[config.mk]
export PLATFORM = sky130hd
export DESIGN_NAME = illegal_instruction_trap_unit
export DESIGN_NICKNAME = d
export VERILOG_FILES = /design/src/rtl/illegal_instruction_trap_unit_pkg.sv /design/src/rtl/illegal_instruction_trap_unit.sv
export SDC_FILE = /design/constraint.sdc
export NUM_CORES = 1
export LEC_CHECK = 0
export CELL_PAD_IN_SITES_DETAIL_PLACEMENT = 0
export CELL_PAD_IN_SITES_GLOBAL_PLACEMENT = 1
export CORE_AREA = 3 3 136 105
export DETAILED_ROUTE_END_ITERATION = 7
export DIE_AREA = 0 0 139 108
export HOLD_SLACK_MARGIN = 0.06
export PLACE_DENSITY_LB_ADDON = 0.25
export SYNTH_ARGS = -nofsm -noshare
export SYNTH_HDL_FRONTEND = slang
export SYNTH_SLANG_ARGS = --single-unit
[constraint.sdc]
create_clock -name clk -period 4.3 [get_ports clk]
set_input_delay 0.645 -clock clk [delete_from_list [all_inputs] [get_ports clk]]
set_output_delay 0.645 -clock clk [all_outputs]
set_load 0.005 [all_outputs]
[src/rtl/illegal_instruction_trap_unit_pkg.sv]
// Shared exception-cause constants and the illegal-instruction trap sequencer types.
// Latency: n/a (declarations only).
// Backpressure: n/a (declarations only).
package illegal_instruction_trap_unit_pkg;

  // Machine-mode exception cause codes (mcause, interrupt bit clear).
  localparam logic [4:0] INST_ADDR_MISALIGNED_CODE = 5'd0;
  localparam logic [4:0] INST_ACCESS_FAULT_CODE    = 5'd1;
  localparam logic [4:0] ILLEGAL_INST_CODE         = 5'd2;
  localparam logic [4:0] BREAKPOINT_CODE           = 5'd3;

  // Trap sequencer states.
  typedef enum logic [1:0] {
    IDLE  = 2'd0,
    DRAIN = 2'd1,
    REQ   = 2'd2,
    FLUSH = 2'd3
  } trap_state_t;

  // Faulting instruction captured at decode.
  typedef struct packed {
    logic [31:0] pc;
    logic [31:0] instr;
  } hold_t;

endpackage

[src/rtl/illegal_instruction_trap_unit.sv]
// Turns decode's illegal-instruction flag into a precise exception request, flush pulse and event count.
// Latency: capture at C, exception_valid at C+2 at the earliest; trap_flush one cycle after the ack cycle.
// Backpressure: stalls decode while busy; exception fields hold stable until exception_ack.
//
// Ports:
//   clk, rst             core clock, synchronous active-high reset
//   decode_*             instruction at decode plus its combinational illegal flag
//   retire_empty         nothing older than decode is still in flight
//   gc_flush             global flush; drops a trap that is still draining
//   decode_stall         holds the decode instruction (never lets the faulting one issue)
//   exception_*          request to the CSR/exception unit, ack closes the handshake
//   trap_flush           single-cycle pipeline flush after the request is accepted
//   illegal_count        accepted illegal traps since reset, wraps
module illegal_instruction_trap_unit
  import illegal_instruction_trap_unit_pkg::*;
#(
  parameter int unsigned TVAL_ENABLE = 1,
  parameter int unsigned COUNT_W     = 32
) (
  input  logic               clk,
  input  logic               rst,
  input  logic               decode_valid,
  input  logic [31:0]        decode_pc,
  input  logic [31:0]        decode_instruction,
  input  logic               illegal_instruction,
  input  logic               retire_empty,
  input  logic               gc_flush,
  output logic               decode_stall,
  output logic               exception_valid,
  output logic [4:0]         exception_code,
  output logic [31:0]        exception_pc,
  output logic [31:0]        exception_tval,
  input  logic               exception_ack,
  output logic               trap_flush,
  output logic [COUNT_W-1:0] illegal_count
);

  trap_state_t        state_q, state_d;
  hold_t              hold_q;
  logic [COUNT_W-1:0] count_q;
  logic               capture;
  logic               count_inc;
  logic               in_req;

  // Next-state logic.
  always_comb begin
    state_d   = state_q;
    capture   = 1'b0;
    count_inc = 1'b0;
    unique case (state_q)
      IDLE: begin
        // A global flush in the same cycle kills the decode instruction, so it never traps.
        if (decode_valid && illegal_instruction && !gc_flush) begin
          capture = 1'b1;
          state_d = DRAIN;
        end
      end
      DRAIN: begin
        // Older instructions may still redirect the pipe; only a clean drain makes the trap precise.
        if (gc_flush) begin
          state_d = IDLE;
        end else if (retire_empty) begin
          state_d = REQ;
        end
      end
      REQ: begin
        // Trap is committed here: gc_flush is deliberately not looked at.
        if (exception_ack) begin
          count_inc = 1'b1;
          state_d   = FLUSH;
        end
      end
      FLUSH: begin
        state_d = IDLE;
      end
      default: begin
        state_d = IDLE;
      end
    endcase
  end

  always_ff @(posedge clk) begin
    if (rst) begin
      state_q <= IDLE;
      hold_q  <= '0;
      count_q <= '0;
    end else begin
      state_q <= state_d;
      if (capture) begin
        hold_q.pc    <= decode_pc;
        hold_q.instr <= decode_instruction;
      end
      if (count_inc) begin
        count_q <= count_q + COUNT_W'(1);
      end
    end
  end

  assign in_req = (state_q == REQ);

  // The illegal flag is combinational from decode, so the stall must be too to stop issue at C.
  assign decode_stall    = (state_q != IDLE) | (decode_valid & illegal_instruction);
  assign exception_valid = in_req;
  assign exception_code  = in_req ? ILLEGAL_INST_CODE : 5'd0;
  assign exception_pc    = in_req ? hold_q.pc : 32'd0;
  assign exception_tval  = (in_req && (TVAL_ENABLE != 0)) ? hold_q.instr : 32'd0;
  assign trap_flush      = (state_q == FLUSH);
  assign illegal_count   = count_q;

endmodule

After elaboration in Yosys (flattened, before gate mapping)
Index checks and enable logic that the tools add are counted.
- bits in registers: 98
- input port bits: 71
- output and inout port bits: 104
- word-level logic and storage cells: 31
- $add $sub $neg: 1
- equality and inequality tests: 6
- multiplexer cells: 12
- bitwise logic cells: 2
- reductions and logical operators: 6
- operator list (operator ; number):
    2-to-1 mux 32 bit ; 2
    adder 32 x 1 -> 32 bit, second input constant ; 1
    2-to-1 mux 2 bit ; 5
    one-hot mux 2 bit (4 select lines) ; 1
    == test 2 bit, second input constant ; 2
    2-to-1 mux 1 bit ; 4
    inequality test 2 bit, second input constant ; 2
    inequality test 3 bit, second input constant ; 1
    AND reduction 3 bit ; 1
    == test 2 x 1 -> 1 bit, second input constant ; 1
    logical AND 1 bit ; 2
    zero test 2 bit ; 1
    nonzero test 2 bit ; 1
    AND 1 bit ; 1
    zero test 1 bit ; 1
    OR 1 bit ; 1

Logic depth before layout (Yosys ltp)
- depth after elaboration: 4
- depth in mapped cells: 7

Worst setup path after synthesis
OpenSTA, ideal clock, no wires.
- kind: in2reg
- from: input exception_ack
- to: register count_q[26] (netlist: illegal_count[26])
- setup time: 0.070 ns
- data arrival time: 1.976 ns
- required time: 4.230 ns
- path slack: 2.253 ns
- cell stages on the path: 5
- path buffers: 1
- cell sequence: nand4b_4 or4_1 clkbuf_1 or4_1 a21oi_1
- word-level cells in the longest chain between the ends: 2
- ends and longest elaborated chain (item ; line ; source):
    start: declaration ; illegal_instruction_trap_unit.sv:33 ; input logic exception_ack,
    2-to-1 mux 1 bit ; illegal_instruction_trap_unit.sv:68 ; if (exception_ack) begin
    2-to-1 mux 1 bit ; illegal_instruction_trap_unit.sv:50 ; unique case (state_q)
    end signal: assignment ; illegal_instruction_trap_unit.sv:94 ; count_q <= count_q + COUNT_W'(1);
    end: declaration ; illegal_instruction_trap_unit.sv:40 ; logic [COUNT_W-1:0] count_q;
Every way passes these cells.
A chain may end at the register's enable or synchronous reset.

==> impl_metrics.csv <==
group,metric,value,unit
hold_path,hold_end,"hold_q[52]",
power,seqPwrFrac,50.5,%
power,p_comb_share,7.2,%
worst_setup_path,reg2reg_to,"illegal_count[30]",
cells_and_area,final_nets,764,
worst_setup_path,critPathSlowestCell,"nor2b_4",
worst_setup_path,path_buf_inv,2,
synth,yosysSeqAreaShare,45.6,%
timing,min_period,3360,ps
worst_setup_path,path_cells,"nor2b_4, buf_4, and2_1, clkdlybuf4s50_1",
global_routing,grt_pass1_wl,19.7,mm
synth,yosysMostFrequentCell,"nand2_1",
synth,synth_edf_count,0,
timing,fmaxAchievable,298,MHz
cells_and_area,antenna_cells,0,
timing,relSlewSlack,28.4,%
power,switching_power,402,uW
synth,synth_cells,548,
worst_setup_path,ff2ff_path_depth,5,
status,status,"finished clean",
synth,synth.area.top_cells,"dfxtp_1 (46%), nand2_1 (12%), a21oi_1 (10%)",
global_routing,grt_pass1_vias,3893,
placement,dp_hpwl,8.08,mm
hold_path,hold_path.class,"flip-flop to flip-flop",
floorplan,start_util,33.1,%
clock_tree,cts_max_path_buffers,2,
floorplan,fp.dieArea,15000,um2
global_routing,track_usage,16.1,%
power,ir_drop,200,uV
power,pwr-share-clk,42.2,%
worst_setup_path,worst_ep_arrival_time,2710,ps
cells_and_area,fillCellCount,1267,
global_routing,grt_overflow,0,
worst_setup_path,r2r_setup_slack,1880,ps
synth,synth_top_area_cell,"dfxtp_1",
floorplan,core,13000,um2
floorplan,die_x,139,um
global_routing,grt_max_degree,100,
clock_tree,insertion_delay,350,ps
synth,synth_common_cells,"nand2_1 (140), dfxtp_1 (98), a21oi_1 (86), and2_1 (65), clkbuf_1 (34)",
timing,fin_tns_setup,0,ps
worst_setup_path,worst_path_dominant_cell_family,"buffers and inverters",
power,power_leakage,2.14,nW
route,vias_per_cell,4.69,
cells_and_area,fin_util,49.0,%
clock_tree,cts_hold_buf,0,
timing,slew_viol_final,0,
floorplan,rows,36,
clock_tree,cts_tree,"done",
synth,yosys_warnings,0,
clock_tree,cts_root_buf,"clkbuf_16",
floorplan,dieHeight,108,um
timing,finalSetupViolCount,0,
timing,finalHoldViolations,0,
global_routing,antenna_found_initial,0,
clock_tree,htreeDepth,3,
cells_and_area,multi_input_area,2130,um2
route,drc,0,
worst_setup_path,endpoint_kind,"output port",
route,routed_wl,12.1,mm
hold_path,holdCritStartpoint,"hold_q[52]",
power,power_density,292,nW/um2
run,maxCapViolCount,0,
worst_setup_path,max_stage_delay,640,ps
timing,tightest_slew,1070,ps
clock_tree,clk_pin_slew,60,ps
route,drt-pass1-iter-count,4,
synth,synth_area_per_cell,7.85,um2
clock_tree,postCtsSetupBuffers,0,
worst_setup_path,cp-start-kind,"flip-flop",
hold_path,min_path_cells,2,
power,switching_share,21.7,%
route,vias,4070,
route,antenna_left,0,
synth,synth_area,4300,um2
power,p_int,1.45,mW
synth,ys_types,36,
synth,synthFlopType,"dfxtp_1",
timing,post-route-period-util,78.1,%
worst_setup_path,rr_startpoint,"illegal_count[0]",
cells_and_area,drive_above_1_share,4.30,%
timing,rsz0062_at_grt,"no",
clock_tree,postCtsResizedCells,0,
worst_setup_path,crit_path_max_fanout,38,
worst_setup_path,path_class,"flip-flop to output port",
clock_tree,cts_buffers,9,
timing,fin_worst_skew,5.73,ps
worst_setup_path,required,3650,ps
route,wl_per_cell,14.0,um
floorplan,ios,175,
synth,synth_top_area_share,45.6,%
cells_and_area,regArea,1960,um2
synth,ys_seq_elements,98,
placement,port_buffers,170,
placement,gp_congestion,0.775,
cells_and_area,area_growth,47.8,%
route,drt-initial-drc-count,171,
synth,ys_async_sr_fraction,0,%
clock_tree,clock_sinks,98,
worst register-to-register path, stage by stage, from the launching register on:
cell and delay [ps]:
dfxtp_1 440, ha_1 230, nand4b_4 150, or4_1 810, or4_1 590, a21oi_1 140
layout by cell type (no fill, tap or decap), types with 5 or more instances in the layout:
cell             synthesis  routed
dfxtp_1                 98      98
xnor2_1                  8       8
or4_1                   16      15
nor2_1                  14      14
o31ai_1                 12      12
inv_1                    9       9
clkbuf_16                0       9
nand3_1                  8       8
and2_1                  65      65
nand2_1                140     140
o21ai_0                  8       8
or3_1                    7       7
buf_4                    6       5
a21oi_1                 86      86
clkdlybuf4s50_1          0     169
state kept, by name, summed over array words and instances (netlist names), named ones only:
| signal | flops |
|---|---|
| state_q | 1 |
| illegal_count | 32 |
| hold_q | 64 |
worst max-delay path by stage:
stage | start | end | depth (start not counted)
global route | flip-flop | exception_tval[4] | 4
detailed placement | exception_ack | illegal_count[30] | 5
CTS | flip-flop | exception_pc[8] | 4
global placement | exception_ack | illegal_count[26] | 5
finish | flip-flop | exception_pc[8] | 4
floorplan | exception_ack | illegal_count[26] | 5
routing by layer:
layer  vias up  GRT usage [%]  routed length, um
li1       2102              -                  -
met1      1834           21.4               5850
met2       125           24.7               5230
met3         9           6.50                923
met4         0           3.63                138
met5         -              0                  0
layout make-up:
cell class	count	area share [%]
Inverter	9	0.532
Sequential cell	98	30.9
Timing Repair Buffer	174	27.2
Tap cell	171	3.37
Clock buffer	13	3.78
Multi-Input combinational cell	400	33.6
Clock inverter	3	0.630
stage by stage:
stage	hold WS, ps	total power [mW]	cells	cell area, um2	setup WS [ps]
floorplan	432	1.01	551	4310	2250
global placement	437	1.09	852	6070	1300
detailed placement	442	1.09	852	6070	1230
CTS	452	1.89	868	6350	878
global route	472	1.94	868	6350	723
finish	449	1.86	868	6350	942
cells by family (layout without fill, tap and decap cells):
kind of cell               count (synthesis)  after routing  share of synthesized area (%)
other                                      1              4                         0.0872
muxes                                      1              1                          0.262
adders and majority gates                  1              1                          0.291
DFF                                       98             98                           45.6
buffers and inverters                     53            199                           5.41
AOI/OAI and AO/OA                        108            108                           13.4
and+or+nand+nor                          277            277                           33.1
xor gates and xnor gates                   9              9                           1.83
power by group through the flow:
stage               logic, mW  clock network, mW  registers [mW]
floorplan              0.0560                  0           0.955
global placement        0.134                  0           0.958
detailed placement      0.135                  0           0.958
CTS                     0.136              0.818           0.938
global route            0.149              0.850           0.940
finish                  0.134              0.783           0.938
No activity file was read; power rests on OpenSTA's default activity.
